<file path="config.mk">
export PLATFORM = sky130hd
export DESIGN_NAME = mux_2to1_port
export DESIGN_NICKNAME = d
export VERILOG_FILES = /design/src/rtl/mux_2to1_port_pkg.sv /design/src/rtl/mux_sel_decode.sv /design/src/rtl/mux_2to1_port.sv
export SDC_FILE = /design/constraint.sdc
export NUM_CORES = 1
export LEC_CHECK = 0
export ABC_AREA = 1
export CORE_ASPECT_RATIO = 0.5
export CORE_MARGIN = 4
export CORE_UTILIZATION = 39
export CTS_CLUSTER_SIZE = 28
export DETAILED_ROUTE_END_ITERATION = 8
export GPL_ROUTABILITY_DRIVEN = 1
export MAX_ROUTING_LAYER = met4
export PLACE_DENSITY = 0.85
export SYNTH_ARGS = -nofsm -noshare
export SYNTH_HDL_FRONTEND = slang
export SYNTH_SLANG_ARGS = --single-unit
</file>
<file path="constraint.sdc">
create_clock -name clk -period 1.85 [get_ports clk]
set_input_delay 0.37 -clock clk [delete_from_list [all_inputs] [get_ports clk]]
set_output_delay 0.37 -clock clk [all_outputs]
set_load 0.05 [all_outputs]
</file>
<file path="src/rtl/mux_2to1_port_pkg.sv">
// rtl/mux_2to1_port_pkg.sv - shared NoC widths, flit-type encodings and enable constants
package mux_2to1_port_pkg;

  localparam int DATAW_DEF = 36;
  localparam int VCHW_DEF  = 2;
  localparam int PORTW_DEF = 5;

  typedef enum logic [1:0] {
    FLIT_NONE = 2'b00,
    FLIT_HEAD = 2'b01,
    FLIT_DATA = 2'b10,
    FLIT_TAIL = 2'b11
  } flit_type_e;

  localparam logic ENABLE  = 1'b1;
  localparam logic DISABLE = 1'b0;

endpackage

</file>
<file path="src/rtl/mux_sel_decode.sv">
// rtl/mux_sel_decode.sv - one-hot port select to (port index, none, error)
module mux_sel_decode (
  input  logic [1:0] sel,
  output logic       port_idx,
  output logic       none,
  output logic       err
);

  // 2'b11 falls back to port 0, so port_idx is only 1 for a clean port-1 select
  always_comb begin
    port_idx = (sel == 2'b10);
    none     = (sel == 2'b00);
    err      = (sel == 2'b11);
  end

endmodule

</file>
<file path="src/rtl/mux_2to1_port.sv">
// rtl/mux_2to1_port.sv - registered two-input flit mux with forwarded-flit counter
module mux_2to1_port
  import mux_2to1_port_pkg::*;
#(
  parameter int DATAW = DATAW_DEF,
  parameter int VCHW  = VCHW_DEF,
  parameter int PORTW = PORTW_DEF,
  parameter int CNTW  = 16
) (
  input  logic             clk,
  input  logic             rst,
  input  logic [DATAW-1:0] idata_0,
  input  logic             ivalid_0,
  input  logic [VCHW-1:0]  ivch_0,
  input  logic [DATAW-1:0] idata_1,
  input  logic             ivalid_1,
  input  logic [VCHW-1:0]  ivch_1,
  input  logic [PORTW-1:0] sel,
  output logic [DATAW-1:0] odata,
  output logic             ovalid,
  output logic [VCHW-1:0]  ovch,
  output logic             sel_err,
  output logic [CNTW-1:0]  flit_cnt
);

  logic             port_idx;
  logic             sel_none;
  logic             sel_bad;
  logic [DATAW-1:0] next_data;
  logic             next_valid;
  logic [VCHW-1:0]  next_vch;
  logic             unused_sel_hi;

  assign unused_sel_hi = ^sel[PORTW-1:2];

  mux_sel_decode u_decode (
    .sel      (sel[1:0]),
    .port_idx (port_idx),
    .none     (sel_none),
    .err      (sel_bad)
  );

  // All three fields switch together so a flit is never assembled from both ports
  always_comb begin
    next_data  = '0;
    next_valid = DISABLE;
    next_vch   = '0;
    if (!sel_none) begin
      if (port_idx) begin
        next_data  = idata_1;
        next_valid = ivalid_1;
        next_vch   = ivch_1;
      end else begin
        next_data  = idata_0;
        next_valid = ivalid_0;
        next_vch   = ivch_0;
      end
    end
  end

  always_ff @(posedge clk) begin
    if (rst) begin
      odata    <= '0;
      ovalid   <= DISABLE;
      ovch     <= '0;
      sel_err  <= DISABLE;
      flit_cnt <= '0;
    end else begin
      odata   <= next_data;
      ovalid  <= next_valid;
      ovch    <= next_vch;
      sel_err <= sel_bad;
      if (next_valid) flit_cnt <= flit_cnt + CNTW'(1);
    end
  end

endmodule

</file>
==> results of run 1 <==
[per-stage QoR]
step	util (%)	hold WS (ns)	instance area, um^2
6_report	67.9	0.503	3740
2_1_floorplan	-	0.439	2230
4_1_cts	67.9	0.502	3740
5_1_grt	67.9	0.539	3740
3_3_place_gp	65.2	0.478	3590
3_5_place_dp	65.2	0.486	3590
[synth_stat cells]
cell,number,area share [%]
nand3b_1,1,0.34
nand4_1,1,0.28
nand2_1,36,6.1
nor3_2,2,0.90
nor3b_1,1,0.34
ha_1,1,0.56
o22ai_1,1,0.28
nand3_2,2,0.90
clkbuf_1,1,0.17
buf_4,5,1.7
nand3_1,8,1.8
buf_2,5,1.1
a21oi_1,8,1.8
nor3_1,35,7.9
inv_2,2,0.34
o21ai_0,6,1.3
nor2_1,104,18
nand2_2,2,0.56
xor2_1,2,0.79
o21bai_1,1,0.34
o21ai_1,1,0.22
dfxtp_1,56,50
buf_6,3,1.5
inv_1,14,2.4
nor2_2,2,0.56
[worst register-to-register path, delay by kind of cell, from the launching register on]
kind | cells | cell delay, ns
adder cells (fa/ha/maj) | 1 | 0.23
buffers and inverters | 1 | 0.10
flip-flops | 1 | 0.39
AND/OR/NAND/NOR | 6 | 0.54
[state kept, by name (all words and copies together) (netlist names)]
| name | count |
|---|---|
| odata | 36 |
| ovch | 2 |
| ovalid | 1 |
| sel_err | 1 |
| flit_cnt | 16 |
[metal layers]
metal / GRT usage [%] / up-vias
met1: 19.7 / 1075
met3: 3.34 / 17
met5: - / -
met2: 36.7 / 51
li1: - / 1232
met4: 6.86 / 0
[layout make-up]
| type | count | area (um^2) | area share [%] |
|---|---|---|---|
| flip-flops and latches | 56 | 1120 | 30.0 |
| clock inverters | 2 | 10.0 | 0.267 |
| clock buffers | 6 | 139 | 3.71 |
| repair buffers | 147 | 1370 | 36.6 |
| multi-input cells | 214 | 950 | 25.4 |
| well taps | 73 | 91.3 | 2.44 |
| inverters | 16 | 60.1 | 1.60 |
[report_power, final]
part           internal [mW]  switching, mW
Combinational          0.307          0.395
Clock                  0.534          0.408
Sequential              1.27         0.0205
[kinds of logic (layout without fill, tap and decap cells)]
group	after synthesis	after routing	synth area share (%)
AND/OR/NAND/NOR	194	194	37.1
flip-flops	56	56	50.3
buffers and inverters	30	171	7.19
AO/OA/AOI/OAI	17	17	3.99
XOR/XNOR	2	2	0.787
adder cells (fa/ha/maj)	1	1	0.562
[worst paths after layout]
kind / to / cells after the start
worst max-delay path: odata[3] / 1
worst min-delay path: flit_cnt[0] / 1
worst max register to register: flit_cnt[10] / 8
worst min register to register: flit_cnt[0] / 1
==> metrics.txt, run 1 <==
port bufs approximately 140; Nets about 530; post-CTS setup buffer count 0; crit-path leading delay family buffers and inverters; RD Place Congestion around 0.85; commonest non-fill, non-tap cell in the layout nor2_1; worst path bufs/invs 1; crit-path cells clkdlybuf4s50_1; Leak around 1.6 nW; RSZ-0062 raised after global routing false; worst-margin pin slew between 0.5 and 0.6 ns; Worst Path Max Fanout 1; antenna diode count 0; Clock Path Buffers 2; grt total ovfl 0; Startpoint Class register; Peak VDD IR about 0.00044 V; worst hold path class register to register; CTS buffer count 5; syn nets between 300 and 400; Clk Latency, worst-skew pair around 0.28 ns; CP required ~1.5 ns; wire per inst around 13 um; number of global-route vias before repair approximately 2200; register area share after synthesis between 50 and 60%; vias 2375; Post-CTS Hold Fix Bufs 0; Slew headroom roughly two thirds; die area 7060 um^2; clk_skew roughly 0.0029 ns; CTS sink count 56; Worst path max stage delay around 0.8 ns; placed insts approximately 510; clock slew at reported path FFs approximately 0.070 ns; CTS resizes 0; YS warnings 0; Slowest cell on crit path clkdlybuf4s50_1; CTS root buf clkbuf_16; Worst setup EP type output port; initial DRC count about 130; fin cells roughly 510; Fin. Hold Viols 0; Distinct cells, synth 25; Reg-to-Reg Start flit_cnt[0]; most frequent cells in the layout nor2_1 (104), clkdlybuf4s50_1 (97), dfxtp_1 (56); Syn Std Cell Area about 2200 um^2; FMAX between 500 and 600 MHz; first-pass GRT wire length between 10000 and 15000 um; first drt pass iteration count 4; Core Area around 5500 um^2; DRT met1 WL 2600 um; critical path arrival between 1 and 1.5 ns; crit path from odata[3]; setup TNS 0 ns; final count of pins violating max slew 0; CTS tree yes; min Tclk post-route 1.79 ns; DIE HEIGHT around 60 um; drt drc 0; final number of setup-violating endpoints 0; antenna viol nets, final 0; Global Route Usage Sum roughly a fifth; # fillers approximately 470; WL met2 roughly 3600 um; CTS HTree Levels 2; Area growth syn-to-layout 68.0%; hpwl dp 5060 um; # Max-Cap Violations 0; WS Path Type register to output port; via density per instance 4.62; run status finished clean; largest net degree at the start of global routing 27; PwrDens 784 nW/um^2; r2r setup slk about 0.5 ns; num rows 19; share of cells above drive strength 1 between 10% and 20%; antenna violations before repair 0; # IOs approximately 140; Initial Util between 40% and 50%; Setup WS post-layout 0.0617 ns; register bit total from synthesis 56; floorplan die width ~110 um; Syn Inst Count 300; final WL between 6000 and 7000 um; hold_sp flit_cnt[0]; worst slack at placement between 0.07 and 0.08 ns; total power draw 2.94 mW; Met3 Wirelength 216 um; Final Cycle Share roughly 97%; Top Metal Used met4; Syn Area/Cell between 7 and 8 um^2
(Power assumes the default switching activity.)
==> inputs of run 2 (changes only) <==
--- a/config.mk
+++ b/config.mk
@@ -8,12 +8,12 @@
 export ABC_AREA = 1
 export CORE_ASPECT_RATIO = 0.5
 export CORE_MARGIN = 4
-export CORE_UTILIZATION = 39
+export CORE_UTILIZATION = 31
 export CTS_CLUSTER_SIZE = 28
 export DETAILED_ROUTE_END_ITERATION = 8
 export GPL_ROUTABILITY_DRIVEN = 1
 export MAX_ROUTING_LAYER = met4
-export PLACE_DENSITY = 0.85
+export PLACE_DENSITY = 0.7
 export SYNTH_ARGS = -nofsm -noshare
 export SYNTH_HDL_FRONTEND = slang
 export SYNTH_SLANG_ARGS = --single-unit
==> metrics.txt, run 2 (synthesized netlist as in run 1, its figures left out) <==
DIE HEIGHT around 68 um; CTS root buf clkbuf_16; PwrDens ~770 nW/um^2; critical path arrival around 1.4 ns; Global Route Usage Sum approximately 16%; Peak VDD IR approximately 0.00047 V; final core occ between 50% and 60%; Nets between 500 and 600; # IOs about 140; num rows 21; Initial Util 32.6%; CP required ~1.5 ns; CTS buffer count 5; vias around 2300; Clk Latency, worst-skew pair around 0.29 ns; most frequent cells in the layout nor2_1 (104), clkdlybuf4s50_1 (93), dfxtp_1 (56); port bufs 137; worst slack at placement 0.102 ns; clock slew at reported path FFs roughly 0.070 ns; share of cells above drive strength 1 roughly 17%; via density per instance roughly 4.4; worst path bufs/invs 1; antenna diode count 0; combinational share of power a little under a quarter; worst hold margin slightly above 0.5 ns; Largest register FFs 36; CTS resizes 0; Largest Register odata; total power draw 2.90 mW; min Tclk post-route about 1.8 ns; CTS sink count 56; power share of the clock group between 30% and 40%; Worst setup EP type output port; # fillers about 660; Net Sw Frac between 20% and 30%; Leak around 1.6 nW; Clock Path Buffers 2; largest net degree at the start of global routing 29; commonest non-fill, non-tap cell in the layout nor2_1; Fin. Hold Viols 0; multi-input combinational cell area around 950 um^2; Area growth syn-to-layout 68.5%; final WL around 6800 um; P_int roughly 2.1 mW; Slew headroom 65.6%; Startpoint Class register; RD Place Congestion 0.825; Worst path max stage delay approximately 0.80 ns; worst hold path class register to register; grt total ovfl 0; WS Path Type register to output port; RSZ-0062 raised after global routing false; CTS tree yes; crit-path leading delay family buffers and inverters; # Max-Cap Violations 0; drt drc 0; sequential share of power between 40 and 50%; antenna violations before repair 0; wire per inst 12.8 um; Post-DP Area about 3600 um^2; Final Cycle Share slightly below 100%; clk_skew 0.00248 ns; fin area approximately 3800 um^2; number of global-route vias before repair ~2100; CTS HTree Levels 2; Core Area about 6800 um^2; setup TNS 0 ns; post-CTS setup buffer count 0; final number of setup-violating endpoints 0; crit-path cells clkdlybuf4s50_1; fin cells 533; worst-margin pin slew 0.515 ns; hpwl dp 5220 um; placed insts between 500 and 600; Worst Path Max Fanout 1; Slowest cell on crit path clkdlybuf4s50_1; initial DRC count 120; register area around 1100 um^2; antenna viol nets, final 0; Switch Pwr 833 uW; Post-CTS Hold Fix Bufs 0; final count of pins violating max slew 0; Largest regs odata x36, flit_cnt x16, ovch x2; first-pass GRT wire length about 10000 um; Setup WS post-layout about 0.073 ns; first drt pass iteration count 4; FMAX about 560 MHz; run status finished clean; floorplan die width about 130 um; die area roughly 8700 um^2
-- run 2: cell types whose count changed in the layout (fill, tap and decap cells not counted) --
cell	delta
buf_4	+5
clkdlybuf4s50_1	-4
clkbuf_8	-1
clkinv_2	-1
clkinvlp_4	+1
-- run 2: path summary, 6_finish.rpt --
kind / depth (start not counted) / startpoint / slack, ns / endpoint
worst min-delay path: 1 / flit_cnt[0] / 0.51 / flit_cnt[0]
worst min register to register: 1 / flit_cnt[0] / 0.51 / flit_cnt[0]
worst max register to register: 8 / flit_cnt[0] / 0.46 / flit_cnt[10]
worst max-delay path: 1 / odata[35] / 0.07 / odata[35]
-- run 2: area by class of cell --
type	count	area share, %
repair buffers	148	36.5
flip-flops and latches	56	29.9
multi-input cells	214	25.3
clock buffers	5	3.33
well taps	92	3.07
inverters	16	1.60
clock inverters	2	0.333
-- run 2: power by group through the flow --
stage               Sequential, mW  Clock [mW]  Combinational (mW)
detailed placement            1.32           0               0.702
global route                  1.30       0.997               0.733
finish                        1.29       0.913               0.697
global placement              1.32           0               0.700
floorplan                     1.55           0               0.136
CTS                           1.29       0.952               0.704
-- run 2: metal layers --
metal	track usage (%)	wire length (um)
met5	-	0
met4	4.37	69
met1	16.3	2770
met2	30.0	3720
met3	3.90	241
